<file path="config.mk">
export PLATFORM = sky130hd
export DESIGN_NAME = buffer_arbiter
export DESIGN_NICKNAME = d
export VERILOG_FILES = /design/src/rtl/usb_buf_pkg.sv /design/src/rtl/grant_timer.sv /design/src/rtl/buffer_arbiter.sv
export SDC_FILE = /design/constraint.sdc
export NUM_CORES = 1
export LEC_CHECK = 0
export CORE_MARGIN = 5
export CORE_UTILIZATION = 41
export CTS_BUF_LIST = sky130_fd_sc_hd__clkbuf_4
export DETAILED_ROUTE_END_ITERATION = 8
export HOLD_SLACK_MARGIN = 0.08
export PLACE_DENSITY = 0.91
export SLEW_MARGIN = 10
export SYNTH_ARGS = -nofsm -noshare
export SYNTH_HDL_FRONTEND = slang
export SYNTH_HIERARCHICAL = 1
export SYNTH_SLANG_ARGS = --single-unit
</file>
<file path="constraint.sdc">
create_clock -name clk -period 2.3 [get_ports clk]
set_input_delay 0.46 -clock clk [delete_from_list [all_inputs] [get_ports clk]]
set_output_delay 0.46 -clock clk [all_outputs]
set_load 0.03 [all_outputs]
</file>
<file path="src/rtl/usb_buf_pkg.sv">
// Shared types and constants for the endpoint buffer arbitration slice.
// Latency: n/a (declarations only).
// Backpressure: n/a.
//
// arb_state_t  : buffer ownership state (IDLE or one of the three grants)
// BUF_DEPTH_DEF: default endpoint buffer capacity in bytes
// OCC_W        : occupancy width, wide enough to represent 0..BUF_DEPTH_DEF
package usb_buf_pkg;

    typedef enum logic [1:0] {
        IDLE     = 2'd0,
        GNT_RX   = 2'd1,
        GNT_TX   = 2'd2,
        GNT_HOST = 2'd3
    } arb_state_t;

    localparam int BUF_DEPTH_DEF = 64;
    localparam int OCC_W         = 7;

endpackage

</file>
<file path="src/rtl/grant_timer.sv">
// Saturating inactivity timer for the current buffer owner.
// Latency: expire is registered-count compare, valid the cycle the count reaches LIMIT.
// Backpressure: none; clr has priority over en, count holds at all-ones.
//
// clk, n_rst : clock, async active-low reset
// clr        : zero the count (no owner, or owner strobed this cycle)
// en         : count this cycle (buffer is granted)
// expire     : count has reached LIMIT
module grant_timer #(
    parameter int TMR_W = 8,
    parameter int LIMIT = 255
) (
    input  logic clk,
    input  logic n_rst,
    input  logic clr,
    input  logic en,
    output logic expire
);

    logic [TMR_W-1:0] count;

    always_ff @(posedge clk or negedge n_rst) begin
        if (!n_rst) begin
            count <= '0;
        end else if (clr) begin
            count <= '0;
        end else if (en && (count != '1)) begin
            // Saturate rather than wrap so a stuck owner can never alias back to zero.
            count <= count + TMR_W'(1);
        end
    end

    assign expire = (count == TMR_W'(LIMIT));

endmodule

</file>
<file path="src/rtl/buffer_arbiter.sv">
// Packet-level arbiter sharing the endpoint buffer between USB RX, USB TX and the AHB host.
// Latency: grants/busy one cycle after request; buffer strobes and error pulses are zero-latency.
// Backpressure: none toward requesters; full/empty strobes are dropped and flagged instead.
//
// clk, n_rst                      : clock, async active-low reset
// rx_req/strobe/byte/done/error   : USB RX packet engine (writer)
// tx_req/strobe/done              : USB TX packet engine (reader)
// host_req/wr_strobe/wr_byte/
//   rd_strobe/done/clear          : AHB host slave (reader/writer, buffer clear)
// buffer_occupancy                : current fill level from data_buffer, 0..BUF_DEPTH
// rx_gnt, tx_gnt, host_gnt, busy  : registered ownership outputs
// buf_store/data/get/flush/clear  : strobes to data_buffer
// overflow_err, underflow_err,
//   timeout_err                   : single-cycle error pulses
module buffer_arbiter
    import usb_buf_pkg::*;
#(
    parameter int BUF_DEPTH      = BUF_DEPTH_DEF,
    parameter int TIMEOUT_CYCLES = 255,
    parameter int TMR_W          = 8
) (
    input  logic             clk,
    input  logic             n_rst,
    input  logic             rx_req,
    input  logic             rx_strobe,
    input  logic [7:0]       rx_byte,
    input  logic             rx_done,
    input  logic             rx_error,
    input  logic             tx_req,
    input  logic             tx_strobe,
    input  logic             tx_done,
    input  logic             host_req,
    input  logic             host_wr_strobe,
    input  logic [7:0]       host_wr_byte,
    input  logic             host_rd_strobe,
    input  logic             host_done,
    input  logic             host_clear,
    input  logic [OCC_W-1:0] buffer_occupancy,
    output logic             rx_gnt,
    output logic             tx_gnt,
    output logic             host_gnt,
    output logic             buf_store,
    output logic [7:0]       buf_data,
    output logic             buf_get,
    output logic             buf_flush,
    output logic             buf_clear,
    output logic             overflow_err,
    output logic             underflow_err,
    output logic             timeout_err,
    output logic             busy
);

    arb_state_t state;
    logic       last_usb;      // last grant went to a USB engine; host gets the next turn
    logic       granted;
    logic       owner_strobe;
    logic       owner_release;
    logic       timer_expire;
    logic       timeout_hit;
    logic       occ_full;
    logic       occ_empty;

    assign granted     = (state != IDLE);
    assign occ_full    = (buffer_occupancy >= OCC_W'(BUF_DEPTH));
    assign occ_empty   = (buffer_occupancy == '0);
    assign timeout_hit = granted && timer_expire;

    // Any strobe from the owner counts as activity, even one that gets blocked.
    always_comb begin
        owner_strobe  = 1'b0;
        owner_release = 1'b0;
        case (state)
            GNT_RX: begin
                owner_strobe  = rx_strobe;
                owner_release = rx_done || !rx_req || rx_error || timeout_hit;
            end
            GNT_TX: begin
                owner_strobe  = tx_strobe;
                owner_release = tx_done || !tx_req || timeout_hit;
            end
            GNT_HOST: begin
                owner_strobe  = host_wr_strobe || host_rd_strobe;
                owner_release = host_done || !host_req || timeout_hit;
            end
            default: begin
                owner_strobe  = 1'b0;
                owner_release = 1'b0;
            end
        endcase
    end

    grant_timer #(
        .TMR_W (TMR_W),
        .LIMIT (TIMEOUT_CYCLES)
    ) u_grant_timer (
        .clk    (clk),
        .n_rst  (n_rst),
        .clr    (!granted || owner_strobe),
        .en     (granted),
        .expire (timer_expire)
    );

    // Ownership FSM. Grants and busy are registered alongside the state so they
    // always agree with it; every release passes through IDLE for one cycle.
    always_ff @(posedge clk or negedge n_rst) begin
        if (!n_rst) begin
            state    <= IDLE;
            last_usb <= 1'b0;
            rx_gnt   <= 1'b0;
            tx_gnt   <= 1'b0;
            host_gnt <= 1'b0;
            busy     <= 1'b0;
        end else begin
            case (state)
                IDLE: begin
                    if (last_usb && host_req) begin
                        state    <= GNT_HOST;
                        last_usb <= 1'b0;
                        host_gnt <= 1'b1;
                        busy     <= 1'b1;
                    end else if (rx_req) begin
                        state    <= GNT_RX;
                        last_usb <= 1'b1;
                        rx_gnt   <= 1'b1;
                        busy     <= 1'b1;
                    end else if (tx_req) begin
                        state    <= GNT_TX;
                        last_usb <= 1'b1;
                        tx_gnt   <= 1'b1;
                        busy     <= 1'b1;
                    end else if (host_req) begin
                        state    <= GNT_HOST;
                        last_usb <= 1'b0;
                        host_gnt <= 1'b1;
                        busy     <= 1'b1;
                    end
                end
                default: begin
                    if (owner_release) begin
                        state    <= IDLE;
                        rx_gnt   <= 1'b0;
                        tx_gnt   <= 1'b0;
                        host_gnt <= 1'b0;
                        busy     <= 1'b0;
                    end
                end
            endcase
        end
    end

    // Strobe mux and guards. A flush or clear wins over any store/get in the
    // same cycle, and a blocked strobe raises its error instead of reaching
    // the buffer (a store at full would make data_buffer self-reset).
    always_comb begin
        buf_store     = 1'b0;
        buf_data      = 8'h00;
        buf_get       = 1'b0;
        buf_flush     = 1'b0;
        buf_clear     = 1'b0;
        overflow_err  = 1'b0;
        underflow_err = 1'b0;
        timeout_err   = timeout_hit;
        case (state)
            IDLE: begin
                buf_clear = host_clear;
            end
            GNT_RX: begin
                if (rx_error || timeout_hit) begin
                    buf_flush = 1'b1;
                end else if (rx_strobe) begin
                    if (occ_full) begin
                        overflow_err = 1'b1;
                    end else begin
                        buf_store = 1'b1;
                        buf_data  = rx_byte;
                    end
                end
            end
            GNT_TX: begin
                if (tx_strobe) begin
                    if (occ_empty) begin
                        underflow_err = 1'b1;
                    end else begin
                        buf_get = 1'b1;
                    end
                end
            end
            GNT_HOST: begin
                if (host_clear) begin
                    buf_clear = 1'b1;
                end else if (host_wr_strobe) begin
                    // Write takes the cycle; a simultaneous read is dropped.
                    if (occ_full) begin
                        overflow_err = 1'b1;
                    end else begin
                        buf_store = 1'b1;
                        buf_data  = host_wr_byte;
                    end
                end else if (host_rd_strobe) begin
                    if (occ_empty) begin
                        underflow_err = 1'b1;
                    end else begin
                        buf_get = 1'b1;
                    end
                end
            end
            default: begin
                buf_store = 1'b0;
            end
        endcase
    end

endmodule

</file>
Word level (Yosys, flattened, before mapping). Index checks and enable logic that the tools add are counted.

Register bits after elaboration: 15. Output and inout bits: 19.

$add $sub $neg: 1. Magnitude comparators: 1. Reductions and logical operators: 28. Equal/unequal tests: 13. Mux-type cells: 66.

Operators by type and width (count): $mux W8 (8); $mux W1 (44); $pmux W8 S2 (1); $mux W2 (6); $logic_or A1 B1 Y1 (10); $pmux W1 S2 (5); $ne A3 B3 Y1 const B (3); $add A8 B1 Y8 const B (1); $eq A8 B8 Y1 const B (1); $ne A2 B2 Y1 const B (4); $ne A8 B8 Y1 const B (1); $reduce_and A4 Y1 (2); $ge A7 B7 Y1 const B (1); $logic_not A7 Y1 (1); $pmux W1 S3 (2); $reduce_bool A2 Y1 (3); $ne A5 B5 Y1 const B (1); $eq A2 B2 Y1 const B (2); $logic_not A1 Y1 (4); $reduce_and A2 Y1 (2); $reduce_bool A4 Y1 (1); $logic_and A1 B1 Y1 (3); $reduce_and A3 Y1 (1); $eq A2 B1 Y1 const B (1); $logic_not A2 Y1 (1).

Logic depth before layout (Yosys ltp).
Depth after elaboration: 7. Depth in mapped cells: 8. Gate-level depth less buffers: 7.

Cells and area by module. Netlist, hierarchy kept.

By module, submodules not included: buffer_arbiter (seq. area each 175.2 µm², area an instance 649.4 µm², cells each 72, times used 1); grant_timer (seq. area each 200.2 µm², area an instance 473.0 µm², cells each 46, times used 1).

Least setup slack after synthesis. No wires, ideal clock.

Path kind: reg-to-output. Start: register u_grant_timer.count[0]. End: output port overflow_err. Stages on the path, launching flop included: 8. Data required time: 1840 ps. Setup slack: -274 ps. Data arrival time: 2114 ps. Cells stage by stage: dfrtp_1 -> ha_1 -> and3_4 -> and2_1 -> nor2b_4 -> nor2_2 -> nand3_1 -> a21boi_0.

Cells in the longest elaborated chain, start to end: 5.

RTL lines: from (decl) (line grant_timer.sv:20) `logic [TMR_W-1:0] count;`; from (signal assigned) (line grant_timer.sv:29) `count <= count + TMR_W'(1);`; $eq A8 B8 Y1 (line grant_timer.sv:33) `assign expire = (count == TMR_W'(LIMIT));`; via timer_expire (line buffer_arbiter.sv:58) `logic timer_expire;`; $logic_and A1 B1 Y1 (line buffer_arbiter.sv:66) `assign timeout_hit = granted && timer_expire;`; via timeout_err (line buffer_arbiter.sv:49) `output logic timeout_err,`; $logic_or A1 B1 Y1 (line buffer_arbiter.sv:168) `if (rx_error || timeout_hit) begin`; $mux W1 (line buffer_arbiter.sv:168); $pmux W1 S2 (line buffer_arbiter.sv:163) `case (state)`; to (decl) (line buffer_arbiter.sv:47) `output logic overflow_err,`.

The timed path passes the listed nets, and every way through them passes these cells.

Worst setup path in the final report.
Start: input port host_clear. End: output port buf_data[2].

Cells in the longest elaborated chain, start to end: 2.

RTL lines: from (decl) (line buffer_arbiter.sv:37) `input logic host_clear,`; $mux W8 (line buffer_arbiter.sv:189) `if (host_clear) begin`; $pmux W8 S2 (line buffer_arbiter.sv:163); to (decl) (line buffer_arbiter.sv:43) `output logic [7:0] buf_data,`.

No other way between the ends.

==> qor.txt <==
Avg Cell Area, Syn: 9.51 sq um
Ports: 56
VDD IR max: 0.718 mV
Clock share of power: 11.1%
Drt first pass iters: 4
Fin. Hold Viols: 0
Area grow syn2layout: 69.5%
Number of H-tree levels: 1
Residual DRC: 0
Initial Util: 41.8%
MaxCap Viol Count: 0
Worst Hold Class: reg -> reg
FF+latch count, synth: 15
Top FF cell, synth: dfrtp_1
Pwr per Cell Area: 791 nW/um^2
Final WL: 4250 um
Die height: 62.3 um
Post-Syn Instances: 118
YS warnings: 6
Row cnt: 19
EDFF count, synth: 0
Post-synthesis async set-or-reset flop share: 100%
Fill cells: 184
Die area: 3880 sq um
CP Data Arrival Time: 1.99 ns
Gr usage total: 19.8%
Crit-path max FO: 8
Max frequency: 0.408 GHz
Relative slew slack: 54.4%
Worst-case clock buffer depth: 2
RSZ-0062 raised after global routing: yes
Synthesized cell area: 1120 sq um
DR WL/cell: 19.2 um
Number of buffers created by CTS: 3
Final worst path period share: 107%
Vias in the first global route: 1326
Type of destination of the critical path: output port
Final #Nets: 234
First-pass GRT wire length: 6320 um
Clock root cell: clkbuf_4
Yosys cell types: 47
Final core utilization: 70.8%
Storage element area: 375 sq um
Vias: 1294
Worst Tran Pin Value: 0.681 ns
Failing checks: negative setup slack
Final setup vio count: 11
Die Wd: 62.3 um
DRT iter0 DRCs: 55
Synth cell count leaders: 15 x dfrtp_1, 10 x nand2_1, 8 x a22o_1, 8 x nor2_1, 7 x a21oi_1
Setup TNS: -1.10 ns
Fin crit period: 2.45 ns
Status: finished with violations
Avg Vias per Cell: 5.86
Core Region: 2690 sq um
Antenna Cells: 0
Max-slew violations: 0
Share of the synthesized area in the top cell type: 33.4%
Largest net degree at the start of global routing: 16
Setup ws final: -0.153 ns
Power Internal: 0.854 mW
Post-CTS Hold Buffers: 0
Leakage: 0.795 nW
Dpl hpwl: 3060 um
Sw frac: 43.3%
Area of the multi-input gates: 758 sq um
Gate power share: 62.5%
CP required: 1.84 ns
Global route overflow: 0
Gpl congestion: 0.869
CP Launch Type: primary input
Layout cell share with drive strength beyond 1: 29.5%
Initial antenna violation count: 0
# port buffers: 55
Yosys top cell by area: dfrtp_1
R2R Setup Slk: 0.12 ns
Top post-synthesis cells by area: dfrtp_1 33%, ha_1 6.7%, a22o_1 6.2%
Detail Route Antenna Nets: 0
Top-count cell post-synth: dfrtp_1
Crit Path Category: in -> out
Seq pwr share: 26.4%
Clock latency at the later pin of the worst-skew pair: 0.29 ns
Clk sinks: 15
Clk pin slew, worst setup/hold paths: 0.08 ns
Syn_nets: 161
Clk_skew: 0.00756 ns
Seq/Total Area, Yosys: 33.4%
CTS tree: yes
Net Sw Power: 0.651 mW
[through the flow]
stage	hold WS, ns	total power [mW]	worst slack [ns]	area (sq um)	instances
final	0.510	1.50	-0.153	1900	221
after global routing	0.551	1.60	-0.224	1900	221
after CTS	0.516	1.48	-0.141	1870	220
after detailed placement	0.496	1.25	-0.113	1720	209
after global placement	0.489	1.21	0.0300	1720	209
after floorplan	0.164	0.940	-0.0635	1120	118
[sequential cells by signal, summed over array words and instances (netlist names)]
register and count:
u_grant_timer/count 8, state 2, busy 1, host_gnt 1, last_usb 1, rx_gnt 1
tx_gnt 1
[cells by family after synthesis]
group | Yosys count | synth area share (%)
buffers and inverters | 8 | 3.46
adder cells (fa/ha/maj) | 6 | 6.69
AND/OR/NAND/NOR | 49 | 26.9
flip-flops | 15 | 33.4
AO/OA/AOI/OAI | 38 | 27.3
multiplexers | 2 | 2.23
[cell usage in the layout, fill, tap and decap left out, types with 4 or more instances in the layout]
| cell | instances |
|---|---|
| clkbuf_4 | 4 |
| a21oi_1 | 6 |
| buf_4 | 15 |
| clkdlybuf4s50_1 | 40 |
| o21ai_0 | 4 |
| buf_6 | 13 |
| dfrtp_1 | 15 |
| a22o_1 | 8 |
| inv_1 | 6 |
| nand2b_1 | 5 |
| nor2_1 | 7 |
| nand2_1 | 10 |
[layer usage]
metal / GRT usage, % / vias to the layer above / share of wire [%]
li1: - / 595 / -
met1: 22.0 / 629 / 36
met2: 35.4 / 57 / 55
met3: 6.13 / 13 / 6.0
met4: 6.37 / 0 / 3.0
met5: 0 / - / 0
[critical path, stage by stage]
cell and delay [ns]:
clkdlybuf4s50_1 0.51, nand3b_1 0.32, nor2_2 0.32, a22o_1 0.24, buf_6 0.14
[area by class of cell]
| cell class | instances | area share [%] |
|---|---|---|
| Multi-Input combinational cell | 95 | 39.9 |
| Tap cell | 31 | 2.04 |
| Sequential cell | 15 | 19.7 |
| Inverter | 6 | 1.18 |
| Timing Repair Buffer | 70 | 35.6 |
| Clock buffer | 4 | 1.58 |
[power by group through the flow]
stage	clock, mW	sequential (mW)	combinational [mW]
6_report	0.166	0.397	0.941
4_1_cts	0.173	0.393	0.912
3_3_place_gp	0	0.394	0.820
2_1_floorplan	0	0.451	0.489
3_5_place_dp	0	0.400	0.850
5_1_grt	0.185	0.407	1.01
[final timing paths]
check / startpoint / endpoint / depth (start not counted)
max: host_clear / buf_data[2] / 5
min: rx_gnt / rx_gnt / 2
max reg2reg: u_grant_timer/count[0] / busy / 9
min reg2reg: rx_gnt / rx_gnt / 2
max in group asynchronous: n_rst / busy / 1
min in group asynchronous: n_rst / u_grant_timer/count[2] / 1
[timing repair]
| action | 4_1_cts | 5_1_grt |
|---|---|---|
| endpoints found under the setup margin | 13 | 14 |
| resized for setup | 20 | 7 |
| pin swaps | 8 | 7 |
| buffers inserted | 7 | 1 |
Note: power is estimated with default switching activity, not from simulation.
==> edit 1: new RTL, config.mk and constraints unchanged <==
Make the reset (`n_rst`) synchronous in 2 clocked blocks. Comments in the files are not updated.
--- a/src/rtl/grant_timer.sv
+++ b/src/rtl/grant_timer.sv
@@ -20,5 +20,5 @@
     logic [TMR_W-1:0] count;
 
-    always_ff @(posedge clk or negedge n_rst) begin
+    always_ff @(posedge clk) begin
         if (!n_rst) begin
             count <= '0;
--- a/src/rtl/buffer_arbiter.sv
+++ b/src/rtl/buffer_arbiter.sv
@@ -103,5 +103,5 @@
     // Ownership FSM. Grants and busy are registered alongside the state so they
     // always agree with it; every release passes through IDLE for one cycle.
-    always_ff @(posedge clk or negedge n_rst) begin
+    always_ff @(posedge clk) begin
         if (!n_rst) begin
             state    <= IDLE;
Function: differs if n_rst is asserted again (counterexample within 4 cycles, from zero or initial values and one cycle with n_rst low); with n_rst held inactive, the same outputs for 10 cycles.
==> edit 1 against the unedited design <==
- the flow still finishes with violations (setup timing)
- clock skew grew 0.0058 ns
- worst setup slack better by 0.11 ns
- final area fell by 2.1%
- fmax rose by 4.6%
- non-clock buffer count shrank 1
- via count decreased by 0.46%
- total power is 17% lower
- cell count grew 3.2%
- wire length shrank 9.2%
- synthesized cell count grew 6.8%
- synthesized area is 7.1% lower
- sequential cell count unchanged
==> edit 1: results (changes against the unedited design) <==
Clocking
  • Clock slew at reported path FFs: 0.10 ns (+0.02 ns)
  • Root buf cell: clkbuf_4

Place
  • Hpwl dp: 2.96 mm (-3.4%)
  • Worst slack, placed: -0.0979 ns (+0.0149 ns)
  • Gp weighted congestion: 0.865 (-0.47%)

Timing
  • Final worst setup slack: -0.0454 ns (+0.108 ns)
  • Setup violations, final: 8 (-3)
  • Setup TNS Final: -0.247 ns (+0.855 ns)
  • Clk_skew: 0.0134 ns (+0.00583 ns)
  • Worst Tran Pin Value: 0.500 ns (-0.181 ns)

Run status
  • Failing checks: setup timing
  • Status: finished with violations

Route
  • Via density: 5.65 (-3.5%)
  • DRT iter0 DRCs: 48 (-13%)
  • Total detailed-routing wirelength: 3.86 mm (-9.2%)

Cells and area
  • Layout cells sized above 1: 31.8% (+2.3 points)
  • Number of nets in the layout: 242 (+3.4%)

Pwr
  • LEAKAGE: 0.745 nW (-6.3%)
  • Pint: 0.000701 W (-18%)
  • Peak VDD IR: 0.762 mV (+6.2%)

Global routing
  • First-pass GRT wire length: 5.66 mm (-10%)
  • Largest net degree at the start of global routing: 10 (-6)
  • Vias in the first global route: 1290 (-2.7%)
  • GR Util All Layers: 21.1% (+1.3 points)

Setup path
  • CP startpoint: u_grant_timer/count[1]
  • Worst R2R Start: state[1]
  • Arr. time, crit path: 1.89 ns (-0.10 ns)

Synthesis
  • Post-Syn Nets: 169 (+5.0%)
  • Top cells by count, synth: dfxtp_1 (15), nand2_1 (13), a21oi_1 (12), nor2_1 (10), a22o_1 (8)
  • Yosys cell types: 42 (-11%)
  • Sequential element share of the synthesized area: 28.8% (-4.6 points)
  • Ranking of synthesized cells by area: dfxtp_1 (29%), ha_1 (7.2%), a22o_1 (6.7%)
  • Most common flop cell mapped by yosys: dfxtp_1
  • Post-synth ARST share: 0% (-100 points)

Min path
  • Worst hold start: busy
edit 1: per-stage QoR:
step | cells | cell area, um^2 | hold slack, ns | power, W
floorplan | 126 | 1050 | 0.461 | 0.000774
global placement | 216 | 1650 | 0.451 | 0.00102
detailed placement | 216 | 1650 | 0.473 | 0.00104
CTS | 225 | 1800 | 0.492 | 0.00123
global route | 228 | 1860 | 0.519 | 0.00132
finish | 228 | 1860 | 0.484 | 0.00124
edit 1: critical path, cell delays in order, from the launching register on:
cell and delay (ns):
dfxtp_2 0.35, ha_4 0.15, and3_4 0.17, and2_4 0.12, and2b_4 0.18, nor4_4 0.15
buf_6 0.18, a22o_2 0.14, buf_6 0.12
edit 1: final timing paths:
check	endpoint	slack (ns)	cells after the start
max reg2reg	u_grant_timer/count[5]	0.31	7
min	busy	0.48	2
min reg2reg	busy	0.48	2
max	buf_data[3]	-0.05	8
edit 1: cells by family after synthesis:
| logic type | after synthesis | share of synthesized area (%) |
|---|---|---|
| adder cells (fa/ha/maj) | 6 | 7.20 |
| multiplexers | 2 | 1.92 |
| AO/OA/AOI/OAI | 39 | 27.7 |
| flip-flops | 15 | 28.8 |
| AND/OR/NAND/NOR | 56 | 31.3 |
| buffers and inverters | 8 | 3.00 |
edit 1: area by class of cell:
| cell class | count | area [um^2] |
|---|---|---|
| multi-input combinational | 103 | 800 |
| clock inverter | 1 | 5.00 |
| fill | 180 | 593 |
| clock buffer | 3 | 22.5 |
| inverter | 7 | 26.3 |
| tap | 30 | 37.5 |
| sequential | 15 | 310 |
| timing repair buffer | 69 | 661 |
edit 1: power groups by stage:
stage                     Sequential [W]  Clock, W  Combinational, W
after CTS                       0.000358  0.000161          0.000709
final                           0.000358  0.000160          0.000726
after floorplan                 0.000399         0          0.000375
after global placement          0.000356         0          0.000662
after global routing            0.000366  0.000179          0.000781
after detailed placement        0.000361         0          0.000682
edit 1: metal layers:
| metal | up-vias | routed length, um | global-route usage, % |
|---|---|---|---|
| li1 | 621 | - | - |
| met1 | 589 | 1380 | 19.4 |
| met2 | 67 | 1900 | 41.2 |
| met3 | 11 | 434 | 4.68 |
| met4 | 0 | 144 | 13.0 |
| met5 | - | 0 | 0 |
edit 1: what timing repair did:
| item | in CTS | in global routing |
|---|---|---|
| endpoints found under the setup margin | 11 | 11 |
| setup buffers | 5 | 3 |
| pin swaps | 5 | 2 |
| resized for setup | 24 | 10 |
==> edit 2: new RTL, config.mk and constraints unchanged <==
Without the edit above. `TMR_W` is set to 8 in 2 places; all go to 6.
--- a/src/rtl/grant_timer.sv
+++ b/src/rtl/grant_timer.sv
@@ -8,5 +8,5 @@
 // expire     : count has reached LIMIT
 module grant_timer #(
-    parameter int TMR_W = 8,
+    parameter int TMR_W = 6,
     parameter int LIMIT = 255
 ) (
--- a/src/rtl/buffer_arbiter.sv
+++ b/src/rtl/buffer_arbiter.sv
@@ -18,5 +18,5 @@
     parameter int BUF_DEPTH      = BUF_DEPTH_DEF,
     parameter int TIMEOUT_CYCLES = 255,
-    parameter int TMR_W          = 8
+    parameter int TMR_W          = 6
 ) (
     input  logic             clk,
Formal check against the unedited RTL: same outputs for any inputs over 10 cycles, from zero or initial values and one cycle with n_rst low; that may be too few to reach the edited logic, so the function may still have changed.
==> edit 2 against the unedited design <==
- the run still ends with setup timing left
- total power grew 4.2%
- worst setup slack better by 0.14 ns
- wire length is 9.4% lower
- count of clock-buffer cells in the layout stayed put
- global-route usage grew 1.1 points
- sequential cell count down 2
- sequential share of layout area is 1.7 points lower
- final area down 5.3%
- synthesized area fell by 8.7%
- core utilization is 3.2 points higher
==> edit 2: results (changes against the unedited design) <==
Place
  • Port bufs: 55 (unchanged)
  • Gp weighted congestion: 0.786 (-9.5%)
  • Hpwl dp: 2.94 mm (-3.9%)
  • Worst slack, placed: -0.157 ns (-0.0443 ns)

Synthesis
  • Top cells by count, synth: dfrtp_1 (13), nand2_1 (13), nor2_1 (9), a22o_1 (8), inv_1 (7)
  • Post-Syn Nets: 153 (-5.0%)
  • Ranking of synthesized cells by area: dfrtp_1 (32%), ha_1 (7.3%), a22o_1 (6.8%)
  • Sequential element share of the synthesized area: 31.7% (-1.7 points)
  • Warnings from Yosys: 6 (unchanged)
  • Yosys cell types: 44 (-6.4%)

Cells and area
  • Layout cells sized above 1: 30.8% (+1.3 points)
  • Number of nets in the layout: 226 (-3.4%)
  • Final-layout fill cell count: 181 (-1.6%)
  • Leading registers by flop count: u_grant_timer/count: 6 flops, state: 2 flops

Timing
  • Final worst setup slack: -0.00959 ns (+0.144 ns)
  • Clk_skew: 0.00379 ns (-0.00377 ns)
  • Worst Tran Pin Value: 0.604 ns (-0.0767 ns)
  • Setup violations, final: 1 (-10)
  • Setup TNS Final: -0.00959 ns (+1.09 ns)

Global routing
  • Largest net degree at the start of global routing: 14 (-2)
  • Vias in the first global route: 1274 (-3.9%)
  • GR Util All Layers: 20.8% (+1.1 points)
  • Global route overflow: 0 (unchanged)
  • First-pass GRT wire length: 5.68 mm (-10%)

Setup path
  • Largest stage delay on the critical path: 0.42 ns (-0.09 ns)
  • Kind of cell adding the most delay to the critical path: simple AND/OR/NAND/NOR gates
  • Crit-path slowest cell: dfrtp_1
  • Max FO, Critical Path: 4 (-4)
  • Arr. time, crit path: 1.85 ns (-0.14 ns)

Route
  • Vias after detailed routing: 1208 (-6.6%)
  • Routed WL per cell: 18.2 um (-5.6%)
  • DRT iter0 DRCs: 70 (+27%)

Clocking
  • Worst skew pair latency: about 0.28 ns
  • CTS buffer count: 3 (unchanged)

Pwr
  • Peak VDD IR: 0.774 mV (+7.8%)
  • Switching share of power: 46.3% (+3.1 points)
  • LEAKAGE: 0.736 nW (-7.5%)

Run status
  • Status: finished with violations
  • Failing checks: setup timing
-- edit 2: worst register-to-register path: stages, from the launching register on --
cell        delay [ns]
dfrtp_1           0.43
inv_2             0.11
ha_2              0.21
buf_4             0.18
clkinvlp_4        0.24
nand2_1           0.31
inv_1             0.16
a41oi_1           0.25
o311ai_1          0.16
-- edit 2: worst paths after layout --
path / slack, ns / endpoint / cells past startpoint / startpoint
max: -0.01 / buf_store / 8 / u_grant_timer/count[0]
min: 0.51 / rx_gnt / 2 / rx_gnt
max reg2reg: 0.11 / u_grant_timer/count[1] / 8 / state[0]
min reg2reg: 0.51 / rx_gnt / 2 / rx_gnt
max in group asynchronous: 1.35 / host_gnt / 1 / n_rst
min in group asynchronous: 0.55 / u_grant_timer/count[4] / 1 / n_rst
-- edit 2: repair_timing --
item | in CTS | in global routing
hold buffers | 0 | 0
buffers inserted | 7 | 3
endpoints found under the setup margin | 10 | 14
pin swaps | 2 | 7
gates resized for setup | 5 | 18
-- edit 2: routing by layer --
metal	up-vias	global-route usage [%]	wire length (um)
met2	31	41.5	2340
met4	0	5.70	85
met5	-	0	0
li1	568	-	-
met1	601	20.9	1320
met3	8	4.97	111
-- edit 2: through the flow --
stage,util (%),area [um^2],total power [W],instances
final,74.0,1800,0.00157,212
after global placement,65.8,1600,0.00122,198
after detailed placement,65.8,1600,0.00128,198
after floorplan,-,1020,0.000960,110
after global routing,74.0,1800,0.00168,212
after CTS,70.1,1710,0.00151,209
-- edit 2: area by class of cell --
class                           instances  share of cell area (%)
Multi-Input combinational cell         89                    40.3
Timing Repair Buffer                   69                    36.2
Sequential cell                        13                    18.1
Tap cell                               30                    2.08
Clock buffer                            4                    1.67
Inverter                                7                    1.67
-- edit 2: power groups by stage --
| stage | registers, W | clock network, W | logic [W] |
|---|---|---|---|
| after floorplan | 0.000432 | 0 | 0.000528 |
| after global placement | 0.000377 | 0 | 0.000847 |
| after detailed placement | 0.000383 | 0 | 0.000894 |
| after CTS | 0.000370 | 0.000157 | 0.000982 |
| after global routing | 0.000383 | 0.000171 | 0.00112 |
| final | 0.000377 | 0.000157 | 0.00103 |
-- edit 2: logic make-up (layout without fill, tap and decap cells) --
group                      Yosys count  count (layout)  synth area share [%]
adders and majority gates            6               6                  7.33
AOI/OAI and AO/OA                   35              35                  28.7
and+or+nand+nor                     48              48                  29.2
buffers and inverters                8              80                  3.05
DFF                                 13              13                  31.7
